## src/rtl/matvec_out_requant_if.sv

```systemverilog
// Stream bundle around the requantizer: the row-result input side and the requantized output side.
interface matvec_out_requant_if #(
    parameter int IN_W  = 28,
    parameter int OUT_W = 14
);
    logic                    input_valid;
    logic                    input_ready;
    logic signed [IN_W-1:0]  input_data;
    logic                    output_valid;
    logic                    output_ready;
    logic signed [OUT_W-1:0] output_data;
    logic                    output_last;

    modport master (
        output input_valid, input_data, output_ready,
        input  input_ready, output_valid, output_data, output_last
    );

    modport slave (
        input  input_valid, input_data, output_ready,
        output input_ready, output_valid, output_data, output_last
    );
endinterface

```

## src/rtl/matvec_out_requant.sv

```systemverilog
// Requantizes 3x3 matvec row results (round-shift, ReLU, saturate) into a small FIFO,
// tags the last row of each output vector and counts saturation events.
module matvec_out_requant #(
    parameter int IN_W    = 28,
    parameter int OUT_W   = 14,
    parameter int SHIFT   = 4,
    parameter bit RELU_EN = 1'b1,
    parameter int DEPTH   = 4,
    parameter int ROWS    = 3
) (
    input  logic                  clk,
    input  logic                  reset,
    matvec_out_requant_if.slave   bus,
    input  logic                  sat_clear,
    output logic [7:0]            sat_count
);
    localparam int PTR_W = (DEPTH > 1) ? $clog2(DEPTH) : 1;
    localparam int ROW_W = (ROWS > 1) ? $clog2(ROWS) : 1;

    // Half an output LSB; zero when SHIFT is 0.
    localparam logic signed [IN_W:0]    RND     = (IN_W+1)'((64'd1 << SHIFT) >> 1);
    localparam logic signed [OUT_W-1:0] OUT_MAX = {1'b0, {(OUT_W-1){1'b1}}};
    localparam logic signed [OUT_W-1:0] OUT_MIN = ~OUT_MAX;
    localparam logic signed [IN_W:0]    SAT_MAX = (IN_W+1)'(OUT_MAX);
    localparam logic signed [IN_W:0]    SAT_MIN = (IN_W+1)'(OUT_MIN);

    logic                    push;
    logic                    pop;
    logic                    sat_hi;
    logic                    sat_lo;
    logic                    row_last;
    logic signed [IN_W:0]    ext_v;
    logic signed [IN_W:0]    rnd_v;
    logic signed [IN_W:0]    shr_v;
    logic signed [IN_W:0]    relu_v;
    logic signed [OUT_W-1:0] sample;

    logic [PTR_W-1:0]        wr_ptr_q, wr_ptr_d;
    logic [PTR_W-1:0]        rd_ptr_q, rd_ptr_d;
    logic [PTR_W:0]          occ_q, occ_d;
    logic                    ready_q, ready_d;
    logic [ROW_W-1:0]        row_q, row_d;
    logic [7:0]              sat_q, sat_d;
    logic signed [OUT_W-1:0] data_q [DEPTH];
    logic signed [OUT_W-1:0] data_d [DEPTH];
    logic [DEPTH-1:0]        last_q, last_d;
    logic [DEPTH-1:0]        wr_en;

    generate
        for (genvar gi = 0; gi < DEPTH; gi++) begin : g_wr_en
            assign wr_en[gi] = push && (wr_ptr_q == PTR_W'(gi));
        end
    endgenerate

    // Requantization datapath, one bit wider than the input so the rounding add cannot wrap.
    always_comb begin
        ext_v  = {bus.input_data[IN_W-1], bus.input_data};
        rnd_v  = ext_v + RND;
        shr_v  = rnd_v >>> SHIFT;
        relu_v = (RELU_EN && shr_v[IN_W]) ? '0 : shr_v;
        sat_hi = relu_v > SAT_MAX;
        sat_lo = relu_v < SAT_MIN;
        if (sat_hi) begin
            sample = OUT_MAX;
        end else if (sat_lo) begin
            sample = OUT_MIN;
        end else begin
            sample = relu_v[OUT_W-1:0];
        end
    end

    always_comb begin
        push     = bus.input_valid && ready_q;
        pop      = (occ_q != '0) && bus.output_ready;
        wr_ptr_d = wr_ptr_q + PTR_W'(push);
        rd_ptr_d = rd_ptr_q + PTR_W'(pop);
        occ_d    = occ_q + (PTR_W+1)'(push) - (PTR_W+1)'(pop);
        // Ready comes only from occupancy, so downstream ready never reaches input_ready combinationally.
        ready_d  = occ_d < (PTR_W+1)'(DEPTH);

        row_last = (row_q == ROW_W'(ROWS-1));
        row_d    = row_q;
        if (push) begin
            row_d = row_last ? '0 : row_q + 1'b1;
        end

        sat_d = sat_q;
        if (sat_clear) begin
            sat_d = '0;
        end else if (push && (sat_hi || sat_lo) && (sat_q != 8'hFF)) begin
            sat_d = sat_q + 8'd1;
        end

        data_d = data_q;
        last_d = last_q;
        for (int i = 0; i < DEPTH; i++) begin
            if (wr_en[i]) begin
                data_d[i] = sample;
                last_d[i] = row_last;
            end
        end
    end

    always_ff @(posedge clk or negedge reset) begin
        if (!reset) begin
            wr_ptr_q <= '0;
            rd_ptr_q <= '0;
            occ_q    <= '0;
            ready_q  <= 1'b0;
            row_q    <= '0;
            sat_q    <= '0;
            last_q   <= '0;
            for (int i = 0; i < DEPTH; i++) begin
                data_q[i] <= '0;
            end
        end else begin
            wr_ptr_q <= wr_ptr_d;
            rd_ptr_q <= rd_ptr_d;
            occ_q    <= occ_d;
            ready_q  <= ready_d;
            row_q    <= row_d;
            sat_q    <= sat_d;
            last_q   <= last_d;
            for (int i = 0; i < DEPTH; i++) begin
                data_q[i] <= data_d[i];
            end
        end
    end

    assign bus.input_ready  = ready_q;
    assign bus.output_valid = (occ_q != '0);
    assign bus.output_data  = data_q[rd_ptr_q];
    assign bus.output_last  = last_q[rd_ptr_q];
    assign sat_count        = sat_q;
endmodule
```

## src/flat_wrapper.sv

```systemverilog
// flat-port wrapper written by rule: the top's interface ports become plain ports
module matvec_out_requant_flat 
#(
    parameter int IN_W    = 28,
    parameter int OUT_W   = 14,
    parameter int SHIFT   = 4,
    parameter bit RELU_EN = 1'b1,
    parameter int DEPTH   = 4,
    parameter int ROWS    = 3
)
  (clk, reset, sat_clear, sat_count, bus_input_valid, bus_input_data, bus_output_ready, bus_input_ready, bus_output_valid, bus_output_data, bus_output_last);
  matvec_out_requant_if #(.IN_W(IN_W), .OUT_W(OUT_W)) bus_i ();
  input  logic clk;
  input  logic reset;
  input  logic sat_clear;
  output logic [7:0] sat_count;
  input wire logic [$bits(bus_i.input_valid)-1:0] bus_input_valid;
  input wire logic [$bits(bus_i.input_data)-1:0] bus_input_data;
  input wire logic [$bits(bus_i.output_ready)-1:0] bus_output_ready;
  output wire logic [$bits(bus_i.input_ready)-1:0] bus_input_ready;
  output wire logic [$bits(bus_i.output_valid)-1:0] bus_output_valid;
  output wire logic [$bits(bus_i.output_data)-1:0] bus_output_data;
  output wire logic [$bits(bus_i.output_last)-1:0] bus_output_last;
  assign bus_i.input_valid = bus_input_valid;
  assign bus_i.input_data = bus_input_data;
  assign bus_i.output_ready = bus_output_ready;
  assign bus_input_ready = bus_i.input_ready;
  assign bus_output_valid = bus_i.output_valid;
  assign bus_output_data = bus_i.output_data;
  assign bus_output_last = bus_i.output_last;
  matvec_out_requant #(.IN_W(IN_W), .OUT_W(OUT_W), .SHIFT(SHIFT), .RELU_EN(RELU_EN), .DEPTH(DEPTH), .ROWS(ROWS)) u_core (.clk(clk), .reset(reset), .bus(bus_i), .sat_clear(sat_clear), .sat_count(sat_count));
endmodule
```

## config.mk

```make
export PLATFORM = sky130hd
export DESIGN_NAME = matvec_out_requant_flat
export DESIGN_NICKNAME = d
export VERILOG_FILES = /design/src/rtl/matvec_out_requant_if.sv /design/src/rtl/matvec_out_requant.sv /design/src/flat_wrapper.sv
export SDC_FILE = /design/constraint.sdc
export NUM_CORES = 1
export LEC_CHECK = 0
export BUFFER_PORTS_ARGS = -buffer_cell sky130_fd_sc_hd__buf_2
export CAP_MARGIN = 20
export CORE_MARGIN = 5
export CORE_UTILIZATION = 35
export DETAILED_ROUTE_END_ITERATION = 16
export GPL_ROUTABILITY_DRIVEN = 0
export MAX_ROUTING_LAYER = met4
export PLACE_DENSITY_LB_ADDON = 0.1
export SLEW_MARGIN = 20
export SYNTH_ARGS = -nofsm -noshare
export SYNTH_HDL_FRONTEND = slang
export SYNTH_SLANG_ARGS = --single-unit
```

## constraint.sdc

```tcl
create_clock -name clk -period 3.8 [get_ports clk]
set_clock_uncertainty 0.05 [all_clocks]
set_input_delay 0 -clock clk [delete_from_list [all_inputs] [get_ports clk]]
set_output_delay 0 -clock clk [all_outputs]
set_load 0.005 [all_outputs]
```

==> results of run 1 <==
[synth_stat cells (all sizes together), types with 2 or more instances]
library cell / count
a21oi: 5
a31oi: 2
and2: 5
and3: 3
and4: 2
buf: 3
clkbuf: 14
dfrtp: 78
ha: 6
inv: 9
mux2: 5
mux2i: 2
mux4: 15
nand2: 73
nand3: 15
nand4: 7
nor2: 29
nor2b: 4
nor3: 5
nor4: 2
o21ai: 59
o311a: 2
o41ai: 3
or2: 3
or2b: 2
or3: 5
xnor2: 6
xor2: 12
[path summary, 6_finish.rpt]
check | end | slack, ps | depth (start not counted) | from
hold reg to reg | u_core.last_q[1] | 430 | 2 | u_core.last_q[1]
min in group asynchronous | u_core.data_q[55] | 200 | 2 | reset
hold / removal | u_core.row_q[1] | 40 | 4 | bus_input_valid
max in group asynchronous | u_core.rd_ptr_q[0] | 2990 | 2 | reset
setup reg to reg | u_core.bus.input_ready | 1440 | 10 | u_core.occ_q[2]
setup / recovery | u_core.bus.input_ready | 1440 | 10 | u_core.occ_q[2]
[metal layers]
layer | track usage | wire, um | up-vias
met4 | 0.0626 | 184 | 0
met5 | - | 0 | -
met3 | 0.0355 | 463 | 15
met2 | 0.243 | 4540 | 83
li1 | - | - | 1459
met1 | 0.215 | 4630 | 1478
[stage by stage]
| stage | hold slack, ps | total power (W) | area, um2 | instances | setup slack, ps |
|---|---|---|---|---|---|
| after detailed placement | 191 | 0.00238 | 4290 | 565 | 1150 |
| final | 37.1 | 0.00303 | 4550 | 584 | 1440 |
| after floorplan | -346 | 0.00200 | 3910 | 387 | 1500 |
| after global routing | 63.4 | 0.00328 | 4550 | 584 | 1300 |
| after global placement | 189 | 0.00235 | 4290 | 565 | 1200 |
| after CTS | 23.9 | 0.00308 | 4550 | 584 | 1400 |
[cells by family (layout without fill, tap and decap cells)]
group	count (synthesis)	after routing	share of synthesized area
muxes	22	22	0.106
DFF	78	78	0.499
adders and majority gates	7	7	0.0243
buffers and inverters	26	83	0.0272
xor gates and xnor gates	18	18	0.0403
and+or+nand+nor	158	158	0.185
AOI/OAI and AO/OA	78	78	0.118
[critical path: cells and delay by family, from the launching register on]
| kind | cells | cell delay (ps) |
|---|---|---|
| and+or+nand+nor | 2 | 570 |
| xor gates and xnor gates | 2 | 320 |
| adders and majority gates | 3 | 770 |
| buffers and inverters | 3 | 170 |
| DFF | 1 | 390 |
[sequential cells by signal, summed over array words and instances, names as in the netlist]
name	flops
u_core.bus.input_ready	1
u_core.data_q	56
u_core.last_q	4
u_core.occ_q	3
u_core.rd_ptr_q	2
u_core.row_q	2
u_core.sat_count	8
u_core.wr_ptr_q	2
[layout by cell type, fill, tap and decap left out, types with 2 or more instances in the layout]
master                           n
sky130_fd_sc_hd__ha_1            6
sky130_fd_sc_hd__mux2_2          5
sky130_fd_sc_hd__clkinv_2        2
sky130_fd_sc_hd__a21oi_1         5
sky130_fd_sc_hd__and3_1          3
sky130_fd_sc_hd__a31oi_1         2
sky130_fd_sc_hd__or3_1           5
sky130_fd_sc_hd__dlygate4sd3_1   3
sky130_fd_sc_hd__nand2_1        73
sky130_fd_sc_hd__o21ai_0        59
sky130_fd_sc_hd__bufinv_16       2
sky130_fd_sc_hd__nor3_1          5
sky130_fd_sc_hd__mux4_2         15
sky130_fd_sc_hd__dfrtp_1        77
sky130_fd_sc_hd__and2_1          5
sky130_fd_sc_hd__clkinvlp_4      2
sky130_fd_sc_hd__nand3_1        14
sky130_fd_sc_hd__mux2i_1         2
sky130_fd_sc_hd__xnor2_1         6
sky130_fd_sc_hd__inv_1           9
sky130_fd_sc_hd__xor2_1         12
sky130_fd_sc_hd__or2_2           2
sky130_fd_sc_hd__or2b_1          2
sky130_fd_sc_hd__and4_1          2
sky130_fd_sc_hd__nor2b_1         4
sky130_fd_sc_hd__buf_2          53
sky130_fd_sc_hd__nor2_1         29
sky130_fd_sc_hd__nand4_1         7
sky130_fd_sc_hd__o41ai_1         2
sky130_fd_sc_hd__clkbuf_8       10
sky130_fd_sc_hd__nor4_1          2
[final cells by class]
| cell class | count | area share |
|---|---|---|
| Clock inverter | 6 | 0.0187 |
| Tap cell | 140 | 0.0385 |
| Clock buffer | 10 | 0.0302 |
| Sequential cell | 78 | 0.429 |
| Inverter | 9 | 0.00742 |
| Timing Repair Buffer | 58 | 0.0690 |
| Multi-Input combinational cell | 283 | 0.407 |
[power by group through the flow]
stage / Sequential, W / Combinational [W] / Clock, W
4_1_cts: 0.00141 / 0.000952 / 0.000717
3_5_place_dp: 0.00143 / 0.000950 / 0
2_1_floorplan: 0.00129 / 0.000710 / 0
5_1_grt: 0.00146 / 0.00106 / 0.000759
3_3_place_gp: 0.00142 / 0.000926 / 0
6_report: 0.00141 / 0.000922 / 0.000702
==> metrics.txt, run 1 <==
# TYPE chip_impl_metric gauge
chip_impl_info{name="run_status",value="completed"} 1
chip_impl_metric{name="achievable-frequency",unit="MHz"} 424
chip_impl_info{name="rsz0062_at_grt",value="no"} 1
chip_impl_metric{name="cts_hold_buf",unit=""} 3
chip_impl_metric{name="number_of_synthesized_flops_with_an_enable_pin",unit=""} 0
chip_impl_metric{name="final_max_slew_viol_count",unit=""} 0
chip_impl_info{name="worstHoldPathType",value="input pin to register"} 1
chip_impl_metric{name="hpwl",unit="mm"} 6.55
chip_impl_metric{name="fin_tns_setup",unit="ps"} 0
chip_impl_info{name="ys_dominant_reg_cell",value="sky130_fd_sc_hd__dfrtp_1"} 1
chip_impl_metric{name="route.detailed.wl_per_inst",unit="um"} 16.8
chip_impl_metric{name="fillCellCount",unit=""} 1115
chip_impl_metric{name="cap_viol_max_count",unit=""} 0
chip_impl_metric{name="die-area",unit="um2"} 13400
chip_impl_metric{name="detail-route-antenna-nets",unit=""} 0
chip_impl_metric{name="fp-row-count",unit=""} 38
chip_impl_metric{name="first_pass_grt_wire_length",unit="mm"} 15.8
chip_impl_metric{name="grt_antenna_before_repair",unit=""} 0
chip_impl_metric{name="seq_area_frac_synth",unit=""} 0.499
chip_impl_metric{name="power_leakage",unit="nW"} 2.11
chip_impl_metric{name="die_width",unit="um"} 116
chip_impl_metric{name="regArea",unit="um2"} 1950
chip_impl_metric{name="vdd_ir_drop_max",unit="uV"} 187
chip_impl_metric{name="clock_latency_on_the_worst_skew_pair",unit="ps"} 360
chip_impl_metric{name="grt_pass1_vias",unit=""} 3023
chip_impl_metric{name="slowest_delay",unit="ps"} 390
chip_impl_metric{name="cts_num_sinks",unit=""} 78
chip_impl_metric{name="cts_htree_levels",unit=""} 3
chip_impl_metric{name="core_area",unit="um2"} 10900
chip_impl_metric{name="grt.total_usage",unit=""} 0.162
chip_impl_metric{name="finalCoreUtilization",unit=""} 0.418
chip_impl_metric{name="sw_frac_of_total",unit=""} 0.328
chip_impl_metric{name="die_y",unit="um"} 116
chip_impl_metric{name="arrival_time_worst_endpoint",unit="ps"} 2560
chip_impl_metric{name="placement.io_buffers",unit=""} 54
chip_impl_metric{name="detailedRoute.firstPassIterationCount",unit=""} 4
chip_impl_metric{name="max_slew_headroom",unit=""} 0.440
chip_impl_metric{name="timing_hold_violations_final",unit=""} 0
chip_impl_metric{name="globalRouteOverflowTotal",unit=""} 0
chip_impl_metric{name="fin_crit",unit="ps"} 2360
chip_impl_metric{name="drive_above_1_share",unit=""} 0.223
chip_impl_info{name="crit_path_end_kind",value="register"} 1
chip_impl_metric{name="mappedNetlistNets",unit=""} 427
chip_impl_metric{name="max_slew.worst_pin.slew",unit="ps"} 840
chip_impl_metric{name="areaGrowthSynthToFinish",unit="%"} 16.4
chip_impl_info{name="tritoncts",value="done"} 1
chip_impl_metric{name="net-switching-power",unit="W"} 0.000995
chip_impl_metric{name="drt_iter0_markers",unit=""} 153
chip_impl_metric{name="fin_crit_sh",unit=""} 0.621
chip_impl_info{name="start_kind",value="register"} 1
chip_impl_metric{name="crit_path_max_fanout",unit=""} 2
chip_impl_metric{name="initial_util",unit=""} 0.359
chip_impl_metric{name="number_of_buffers_inserted_during_clock_tree_synthesis",unit=""} 9
chip_impl_info{name="critPathMostFrequentCell",value="sky130_fd_sc_hd__inv_1"} 1
chip_impl_metric{name="pwr-share-seq",unit=""} 0.464
chip_impl_metric{name="cellInternalPower",unit="W"} 0.00204
chip_impl_metric{name="pwr-share-clk",unit=""} 0.231
chip_impl_info{name="cp_cell_sequence",value="or3_1, and2_1, ha_1, inv_1, ha_1, inv_1, fa_1, xnor2_1, xnor2_1, inv_1"} 1
chip_impl_metric{name="cts-resized-gates",unit=""} 0
chip_impl_info{name="synth_largest_area_cell",value="sky130_fd_sc_hd__dfrtp_1"} 1
chip_impl_metric{name="timing.final.setup_violations",unit=""} 0
chip_impl_metric{name="clk_pin_slew",unit="ps"} 80
chip_impl_metric{name="cp_data_required_time",unit="ps"} 4000
chip_impl_metric{name="syn-mean-instance-area",unit="um2"} 10.1
chip_impl_metric{name="postSynth.asyncResetShare",unit=""} 1.00
chip_impl_metric{name="num_antenna_cells",unit=""} 0
chip_impl_info{name="clockRootBuffer",value="sky130_fd_sc_hd__clkbuf_8"} 1
chip_impl_metric{name="vias_per_cell",unit=""} 5.20
chip_impl_metric{name="grt_max_degree",unit=""} 79
chip_impl_info{name="synth.top_cells.by_area",value="sky130_fd_sc_hd__dfrtp_1 50%, sky130_fd_sc_hd__mux4_2 8.6%, sky130_fd_sc_hd__o21ai_0 7.5%, sky130_fd_sc_hd__nand2_1 7.0%, sky130_fd_sc_hd__nor2_1 2.8%"} 1
chip_impl_metric{name="via_count",unit=""} 3035
chip_impl_metric{name="power-per-cell-area",unit="nW/um2"} 666
chip_impl_info{name="critPathSlowestCell",value="sky130_fd_sc_hd__dfrtp_1"} 1
chip_impl_metric{name="synth_seq_cells",unit=""} 78
chip_impl_metric{name="synth_top_area_frac",unit=""} 0.499
chip_impl_metric{name="synthCells",unit=""} 387
chip_impl_metric{name="route.detailed.drc",unit=""} 0
chip_impl_metric{name="multi_input_comb_area",unit="um2"} 1850
chip_impl_metric{name="num_io_pins",unit=""} 58
chip_impl_metric{name="final_stage_net_count",unit=""} 479
chip_impl_info{name="critPathKind",value="register to register"} 1
chip_impl_metric{name="cts_max_path_buffers",unit=""} 2
chip_impl_metric{name="comb_power_share",unit=""} 0.304
chip_impl_metric{name="syn-cell-area",unit="um2"} 3910
chip_impl_metric{name="ys.warnings.count",unit=""} 0
chip_impl_metric{name="postRouteWirelength",unit="mm"} 9.82
chip_impl_metric{name="netlist-cell-type-count",unit=""} 45
chip_impl_metric{name="cts.repair_timing.setup_buffer_count",unit=""} 0
(Power assumes the default switching activity.)
==> inputs of run 2 (changes only) <==
--- a/config.mk
+++ b/config.mk
@@ -5,6 +5,7 @@
 export SDC_FILE = /design/constraint.sdc
 export NUM_CORES = 1
 export LEC_CHECK = 0
+export ABC_AREA = 1
 export BUFFER_PORTS_ARGS = -buffer_cell sky130_fd_sc_hd__buf_2
 export CAP_MARGIN = 20
 export CORE_MARGIN = 5
==> constraint.sdc (replaced) <==
create_clock -name clk -period 2.31 [get_ports clk]
set_clock_uncertainty 0.05 [all_clocks]
set_input_delay 0 -clock clk [delete_from_list [all_inputs] [get_ports clk]]
set_output_delay 0 -clock clk [all_outputs]
set_load 0.005 [all_outputs]
==> run 2 against run 1 <==
  * Synthesized cell count increased by 60%
  * Critical path depth unchanged
  * Largest cell class is now multi-input gates
  * Via count increased by 34%
  * Critical path type unchanged
  * Critical endpoint is now u_core.occ_q[2]
==> metrics.txt, run 2 <==
# TYPE chip_impl_metric gauge
chip_impl_info{name="run_status",value="completed"} 1
chip_impl_metric{name="detailedRoute.firstPassIterationCount",unit=""} 4
chip_impl_metric{name="via_count",unit=""} 4053
chip_impl_metric{name="syn-cell-area",unit="um2"} 4860
chip_impl_metric{name="max_slew_headroom",unit=""} 0.339
chip_impl_metric{name="first_pass_grt_wire_length",unit="mm"} 19.9
chip_impl_metric{name="number_of_synthesized_flops_with_an_enable_pin",unit=""} 0
chip_impl_metric{name="route.detailed.drc",unit=""} 0
chip_impl_info{name="post-synth-top-count-cell",value="sky130_fd_sc_hd__nand2_1"} 1
chip_impl_metric{name="vias_per_cell",unit=""} 4.69
chip_impl_info{name="synth_largest_area_cell",value="sky130_fd_sc_hd__dfrtp_1"} 1
chip_impl_metric{name="fp-row-count",unit=""} 43
chip_impl_metric{name="ys.warnings.count",unit=""} 0
chip_impl_metric{name="fin_tns_setup",unit="ps"} 0
chip_impl_metric{name="synthXorXnorAreaFrac",unit=""} 0.0252
chip_impl_metric{name="detail-route-antenna-nets",unit=""} 0
chip_impl_metric{name="mappedNetlistNets",unit=""} 658
chip_impl_metric{name="cap_viol_max_count",unit=""} 0
chip_impl_metric{name="holdPathStages",unit=""} 3
chip_impl_metric{name="timing_hold_violations_final",unit=""} 0
chip_impl_info{name="synth.top_cells.by_area",value="sky130_fd_sc_hd__dfrtp_1 40%, sky130_fd_sc_hd__nand2_1 12%, sky130_fd_sc_hd__inv_1 6.9%, sky130_fd_sc_hd__a21oi_1 4.6%, sky130_fd_sc_hd__o21ai_1 4.6%"} 1
chip_impl_info{name="combinational_family_with_the_most_area_after_synthesis",value="simple AND/OR/NAND/NOR gates"} 1
chip_impl_metric{name="regArea",unit="um2"} 1950
chip_impl_info{name="most-common-layout-cells",value="150 x sky130_fd_sc_hd__nand2_1, 90 x sky130_fd_sc_hd__inv_1, 78 x sky130_fd_sc_hd__dfrtp_1"} 1
chip_impl_metric{name="globalRouteOverflowTotal",unit=""} 0
chip_impl_metric{name="cts_htree_levels",unit=""} 3
chip_impl_metric{name="hpwl",unit="mm"} 8.20
chip_impl_metric{name="areaGrowthSynthToFinish",unit="%"} 17.1
chip_impl_info{name="worstHoldPathType",value="input pin to register"} 1
chip_impl_info{name="start_kind",value="register"} 1
chip_impl_metric{name="vdd_ir_drop_max",unit="uV"} 405
chip_impl_metric{name="achievable-frequency",unit="MHz"} 472
chip_impl_metric{name="num_antenna_cells",unit=""} 0
chip_impl_metric{name="synth.area.mux_share",unit=""} 0.00695
chip_impl_metric{name="fillCellCount",unit=""} 1477
chip_impl_metric{name="timing.final.setup_violations",unit=""} 0
chip_impl_info{name="critPathKind",value="register to register"} 1
chip_impl_metric{name="die-area",unit="um2"} 16400
chip_impl_metric{name="syn-mean-instance-area",unit="um2"} 7.87
chip_impl_metric{name="power_leakage",unit="nW"} 2.74
chip_impl_info{name="clockRootBuffer",value="sky130_fd_sc_hd__clkbuf_16"} 1
chip_impl_info{name="registers.top_by_ff_count",value="u_core.data_q"} 1
chip_impl_metric{name="core_area",unit="um2"} 13800
chip_impl_metric{name="placement.io_buffers",unit=""} 54
chip_impl_metric{name="grt_antenna_before_repair",unit=""} 0
chip_impl_metric{name="postLayoutCellArea",unit="um2"} 5690
chip_impl_metric{name="postRouteWirelength",unit="mm"} 11.6
chip_impl_metric{name="clock_latency_on_the_worst_skew_pair",unit="ps"} 330
chip_impl_metric{name="final_max_slew_viol_count",unit=""} 0
chip_impl_info{name="ys_dominant_reg_cell",value="sky130_fd_sc_hd__dfrtp_1"} 1
chip_impl_metric{name="initial_util",unit=""} 0.353
chip_impl_metric{name="die_y",unit="um"} 128
chip_impl_metric{name="largest_register_ff_count",unit=""} 56
chip_impl_metric{name="number_of_buffers_inserted_during_clock_tree_synthesis",unit=""} 9
chip_impl_metric{name="fin_crit",unit="ps"} 2120
chip_impl_info{name="tritoncts",value="done"} 1
chip_impl_metric{name="grt_max_degree",unit=""} 52
chip_impl_metric{name="arrival_time_worst_endpoint",unit="ps"} 2290
chip_impl_metric{name="cts_num_sinks",unit=""} 78
chip_impl_metric{name="drive_above_1_share",unit=""} 0.223
chip_impl_metric{name="synth_top_area_frac",unit=""} 0.401
chip_impl_info{name="yosys-top-cells-count",value="150 x sky130_fd_sc_hd__nand2_1, 90 x sky130_fd_sc_hd__inv_1, 78 x sky130_fd_sc_hd__dfrtp_1"} 1
chip_impl_metric{name="drt_iter0_markers",unit=""} 240
chip_impl_metric{name="seq_area_frac_synth",unit=""} 0.401
chip_impl_metric{name="postSynth.asyncResetShare",unit=""} 1.00
chip_impl_metric{name="yosys.area_share.adder",unit=""} 0.0196
chip_impl_metric{name="grt_pass1_vias",unit=""} 4036
chip_impl_metric{name="r2r_cells",unit=""} 10
chip_impl_metric{name="synthCells",unit=""} 618
chip_impl_metric{name="clk_pin_slew",unit="ps"} 60
chip_impl_metric{name="synth_compound_area_frac",unit=""} 0.134
chip_impl_metric{name="synth_seq_cells",unit=""} 78
chip_impl_metric{name="die_width",unit="um"} 128
chip_impl_metric{name="fin_crit_sh",unit=""} 0.917
chip_impl_metric{name="num_io_pins",unit=""} 58
chip_impl_info{name="rsz0062_at_grt",value="no"} 1
chip_impl_metric{name="grt.total_usage",unit=""} 0.157
chip_impl_metric{name="synth-simple-area-share",unit=""} 0.312
chip_impl_metric{name="final_stage_net_count",unit=""} 720
chip_impl_metric{name="power-per-cell-area",unit="nW/um2"} 1090
chip_impl_info{name="crit_path_end_kind",value="register"} 1
chip_impl_metric{name="multi_input_comb_area",unit="um2"} 2420
chip_impl_metric{name="detailed_place.area",unit="um2"} 5400
chip_impl_info{name="layout_commonest_cell",value="sky130_fd_sc_hd__nand2_1"} 1
chip_impl_metric{name="netlist-cell-type-count",unit=""} 42
chip_impl_metric{name="route.detailed.wl_per_inst",unit="um"} 13.4
chip_impl_metric{name="max_slew.worst_pin.slew",unit="ps"} 987
chip_impl_metric{name="crit_path_max_fanout",unit=""} 3
chip_impl_metric{name="cp_data_required_time",unit="ps"} 2480
chip_impl_metric{name="hold-worst-slack",unit="ps"} 60.4
chip_impl_metric{name="cts_max_path_buffers",unit=""} 2
[run 2: cell types whose count changed after synthesis, moves of 9 or more]
cell and change:
sky130_fd_sc_hd__nand4_4 +10, sky130_fd_sc_hd__mux4_2 -15, sky130_fd_sc_hd__a21oi_1 +40, sky130_fd_sc_hd__o21ai_1 +45, sky130_fd_sc_hd__inv_1 +81, sky130_fd_sc_hd__nand2_1 +77
sky130_fd_sc_hd__o21ai_0 -33, sky130_fd_sc_hd__nor2_4 +9
[run 2: worst paths after layout]
path | from | end | slack, ps
min reg2reg | u_core.rd_ptr_q[1] | u_core.rd_ptr_q[1] | 410
min | bus_output_ready | u_core.rd_ptr_q[0] | 60
max | u_core.occ_q[1] | u_core.occ_q[2] | 190
max in group asynchronous | reset | u_core.sat_count[3] | 1350
min in group asynchronous | reset | u_core.data_q[7] | 190
max reg2reg | u_core.occ_q[1] | u_core.occ_q[2] | 190
[run 2: routing by layer]
metal  vias to the layer above  routed length [um]  global-route usage
li1                       2108                   -                   -
met4                         0                 184              0.0493
met2                        57                5240               0.240
met1                      1877                5810               0.211
met3                        11                 383              0.0300
met5                         -                   0                   -
[run 2: layout make-up]
cell class	count	area share
clock buffers	12	0.0468
clock inverters	4	0.00352
inverters	93	0.0613
multi-input cells	423	0.426
flip-flops and latches	78	0.343
well taps	180	0.0396
repair buffers	75	0.0804
[run 2: worst max-delay path, stage by stage (launching register included)]
cell                       delay [ps]
sky130_fd_sc_hd__dfrtp_1          420
sky130_fd_sc_hd__nor2_1           140
sky130_fd_sc_hd__a21boi_1         100
sky130_fd_sc_hd__ha_1             270
sky130_fd_sc_hd__inv_1             50
sky130_fd_sc_hd__ha_1             120
sky130_fd_sc_hd__inv_1             40
sky130_fd_sc_hd__fa_1             370
sky130_fd_sc_hd__xor2_1           170
sky130_fd_sc_hd__xor2_1           210
sky130_fd_sc_hd__inv_1             50
[run 2: cell families after synthesis]
group / count (synthesis)
simple gates: 274
compound gates: 125
buf+inv: 117
flops: 78
xor+xnor: 14
fa+ha+maj: 7
mux: 3
[run 2: power by group]
group / internal [W] / switching [W]
sequential: 0.00200 / 0.000316
clock: 0.000808 / 0.000542
combinational: 0.00101 / 0.00150
[run 2: what timing repair did]
action,in CTS,in global routing
endpoints found under the setup margin,0,1
resized for setup,0,1
hold endpoints to repair,48,0
setup buffers,0,0
hold buffers,1,0
[run 2: metrics by stage]
| stage | instances | setup slack, ps | util | power [W] |
|---|---|---|---|---|
| after floorplan | 618 | 270 | - | 0.00397 |
| after global placement | 848 | 143 | 0.392 | 0.00481 |
| after detailed placement | 848 | 115 | 0.392 | 0.00489 |
| after CTS | 865 | 99.0 | 0.413 | 0.00629 |
| after global routing | 865 | 28.0 | 0.413 | 0.00675 |
| final | 865 | 191 | 0.413 | 0.00618 |
==> inputs of run 3 (changes only) <==
==> constraint.sdc (replaced) <==
create_clock -name clk -period 2.3 [get_ports clk]
set_clock_uncertainty 0.05 [all_clocks]
set_input_delay 0 -clock clk [delete_from_list [all_inputs] [get_ports clk]]
set_output_delay 0 -clock clk [all_outputs]
set_load 0.005 [all_outputs]
==> run 3 against run 2 <==
  * Global-route usage down 0.11 points
  * Cell area up 0.22%
  * Non-clock buffer count down 3
  * Core utilization up 0.091 points
  * Clock power up 4%
  * Power up 1.4%
  * Sequential share of layout area down 0.075 points
  * Hold slack worse by 40 ps
  * First-iteration DRC count down 21%
  * Die area unchanged
  * Final cell count down 0.46%
  * Fmax up 2.7%
==> metrics.txt, run 3 (synthesis gave the netlist of run 2 again) <==
# TYPE chip_impl_metric gauge
chip_impl_metric{name="grt_antenna_before_repair",unit=""} 0
chip_impl_info{name="worstHoldPathType",value="input pin to register"} 1
chip_impl_metric{name="postRouteWirelength",unit="mm"} 11.5
chip_impl_info{name="tritoncts",value="done"} 1
chip_impl_metric{name="max_slew_headroom",unit=""} 0.379
chip_impl_metric{name="cp_data_required_time",unit="ps"} 2470
chip_impl_info{name="critPathKind",value="register to register"} 1
chip_impl_metric{name="fin_crit",unit="ps"} 2060
chip_impl_metric{name="hold-worst-slack",unit="ps"} 20.4
chip_impl_metric{name="die-area",unit="um2"} 16400
chip_impl_metric{name="final_max_slew_viol_count",unit=""} 0
chip_impl_metric{name="vias_per_cell",unit=""} 4.61
chip_impl_metric{name="die_width",unit="um"} 128
chip_impl_metric{name="cap_viol_max_count",unit=""} 0
chip_impl_metric{name="core_area",unit="um2"} 13800
chip_impl_metric{name="placement.io_buffers",unit=""} 54
chip_impl_metric{name="largest_register_ff_count",unit=""} 56
chip_impl_metric{name="achievable-frequency",unit="MHz"} 485
chip_impl_metric{name="clk_pin_slew",unit="ps"} 60
chip_impl_metric{name="final_stage_net_count",unit=""} 717
chip_impl_metric{name="grt_max_degree",unit=""} 44
chip_impl_metric{name="initial_util",unit=""} 0.353
chip_impl_metric{name="fin_crit_sh",unit=""} 0.897
chip_impl_metric{name="num_io_pins",unit=""} 58
chip_impl_metric{name="die_y",unit="um"} 128
chip_impl_metric{name="num_antenna_cells",unit=""} 0
chip_impl_metric{name="grt.total_usage",unit=""} 0.156
chip_impl_metric{name="via_count",unit=""} 3966
chip_impl_metric{name="r2r_cells",unit=""} 10
chip_impl_metric{name="globalRouteOverflowTotal",unit=""} 0
chip_impl_metric{name="hpwl",unit="mm"} 8.36
chip_impl_metric{name="cts_htree_levels",unit=""} 3
chip_impl_metric{name="timing_hold_violations_final",unit=""} 0
chip_impl_info{name="start_kind",value="register"} 1
chip_impl_metric{name="fp-row-count",unit=""} 43
chip_impl_metric{name="areaGrowthSynthToFinish",unit="%"} 17.3
chip_impl_metric{name="first_pass_grt_wire_length",unit="mm"} 20.1
chip_impl_metric{name="slowest_delay",unit="ps"} 390
chip_impl_metric{name="power_leakage",unit="nW"} 2.73
chip_impl_metric{name="power-per-cell-area",unit="nW/um2"} 1100
chip_impl_info{name="critPathMostFrequentCell",value="sky130_fd_sc_hd__inv_1"} 1
chip_impl_metric{name="vdd_ir_drop_max",unit="uV"} 378
chip_impl_info{name="critPathSlowestCell",value="sky130_fd_sc_hd__dfrtp_1"} 1
chip_impl_info{name="most-common-layout-cells",value="150 x sky130_fd_sc_hd__nand2_1, 90 x sky130_fd_sc_hd__inv_1, 78 x sky130_fd_sc_hd__dfrtp_1"} 1
chip_impl_info{name="clockRootBuffer",value="sky130_fd_sc_hd__clkbuf_16"} 1
chip_impl_metric{name="route.detailed.drc",unit=""} 0
chip_impl_info{name="rsz0062_at_grt",value="no"} 1
chip_impl_metric{name="number_of_buffers_inserted_during_clock_tree_synthesis",unit=""} 9
chip_impl_info{name="critical_r2r_launch",value="u_core.occ_q[1]"} 1
chip_impl_info{name="crit_path_end_kind",value="register"} 1
chip_impl_metric{name="timing.final.setup_violations",unit=""} 0
chip_impl_metric{name="arrival_time_worst_endpoint",unit="ps"} 2230
chip_impl_metric{name="max_slew.worst_pin.slew",unit="ps"} 927
chip_impl_info{name="run_status",value="completed"} 1
chip_impl_metric{name="fillCellCount",unit=""} 1472
chip_impl_metric{name="cts_max_path_buffers",unit=""} 2
chip_impl_metric{name="clock_latency_on_the_worst_skew_pair",unit="ps"} 330
chip_impl_info{name="worst_setup_path_endpoint",value="u_core.occ_q[2]"} 1
chip_impl_info{name="critPathLaunch",value="u_core.occ_q[1]"} 1
chip_impl_metric{name="drt_iter0_markers",unit=""} 190
chip_impl_metric{name="crit_path_max_fanout",unit=""} 2
chip_impl_info{name="layout_commonest_cell",value="sky130_fd_sc_hd__nand2_1"} 1
chip_impl_metric{name="number_of_standard_cells_in_the_final_layout_excluding_fillers",unit=""} 861
chip_impl_info{name="registers.top_by_ff_count",value="u_core.data_q"} 1
chip_impl_metric{name="holdPathStages",unit=""} 3
chip_impl_metric{name="grt_pass1_vias",unit=""} 4064
chip_impl_metric{name="route.detailed.wl_per_inst",unit="um"} 13.4
chip_impl_metric{name="ff_to_ff_setup_slack",unit="ps"} 240
chip_impl_info{name="reg2reg_to",value="u_core.occ_q[2]"} 1
chip_impl_metric{name="fin_tns_setup",unit="ps"} 0
chip_impl_metric{name="place.detailed.instances",unit=""} 845
chip_impl_metric{name="detail-route-antenna-nets",unit=""} 0
chip_impl_info{name="cp_cell_sequence",value="nor2_2, a21boi_2, ha_1, inv_1, ha_1, inv_1, fa_2, xor2_1, xor2_1, inv_1"} 1
chip_impl_metric{name="cts.repair_timing.setup_buffer_count",unit=""} 0
chip_impl_metric{name="detailedRoute.firstPassIterationCount",unit=""} 4
chip_impl_metric{name="finalCoreUtilization",unit=""} 0.414
chip_impl_metric{name="cts_num_sinks",unit=""} 78
chip_impl_metric{name="drive_above_1_share",unit=""} 0.223
run 3: cell types whose count changed in the layout (fill, tap and decap cells not counted), sizes merged:
cell and change:
clkbuf -3, buf -3, inv +1, bufinv +1
run 3: layer usage:
layer  track usage  routed length, um
met1         0.208               5640
met2         0.245               5380
met3        0.0325                380
met4        0.0343                112
met5             -                  0
run 3: worst min path at each step:
stage,start,end,slack (ps)
finish,bus_output_ready,u_core.rd_ptr_q[0],20
global route,bus_output_ready,u_core.rd_ptr_q[0],30
CTS,bus_output_ready,u_core.rd_ptr_q[0],120
detailed placement,reset,u_core.data_q[21],-50
global placement,reset,u_core.data_q[21],-50
floorplan,reset,u_core.bus.input_ready,-350
run 3: where the power goes:
part | internal [W] | switching [W] | leakage (nW)
Clock | 0.000834 | 0.000562 | 0.145
Combinational | 0.00104 | 0.00151 | 1.66
Sequential | 0.00201 | 0.000312 | 0.928
run 3: final cells by class:
class | count | area (um2) | share of cell area
sequential | 78 | 1950 | 0.342
tap | 180 | 225 | 0.0395
clock buffer | 9 | 225 | 0.0395
inverter | 93 | 349 | 0.0612
multi-input combinational | 423 | 2430 | 0.426
timing repair buffer | 72 | 460 | 0.0807
clock inverter | 6 | 62.6 | 0.0110
run 3: worst max-delay path: cells and delay by family (launching register included):
family / cells / cell delay [ps]
fa+ha+maj: 3 / 730
xor+xnor: 2 / 400
flops: 1 / 390
buf+inv: 3 / 160
simple gates: 1 / 150
compound gates: 1 / 70
run 3: what timing repair did:
item                                   4_1_cts  5_1_grt
endpoints found under the hold margin       35        0
gates resized for setup                      0        4
hold buffers                                 1        0
setup endpoints to repair                    0        2
run 3: through the flow:
step                instance area (um2)  power, W  worst slack, ps
finish                             5710   0.00627              237
global route                       5710   0.00686             31.2
floorplan                          4860   0.00399              260
global placement                   5400   0.00485              172
detailed placement                 5400   0.00493              111
CTS                                5700   0.00637              142
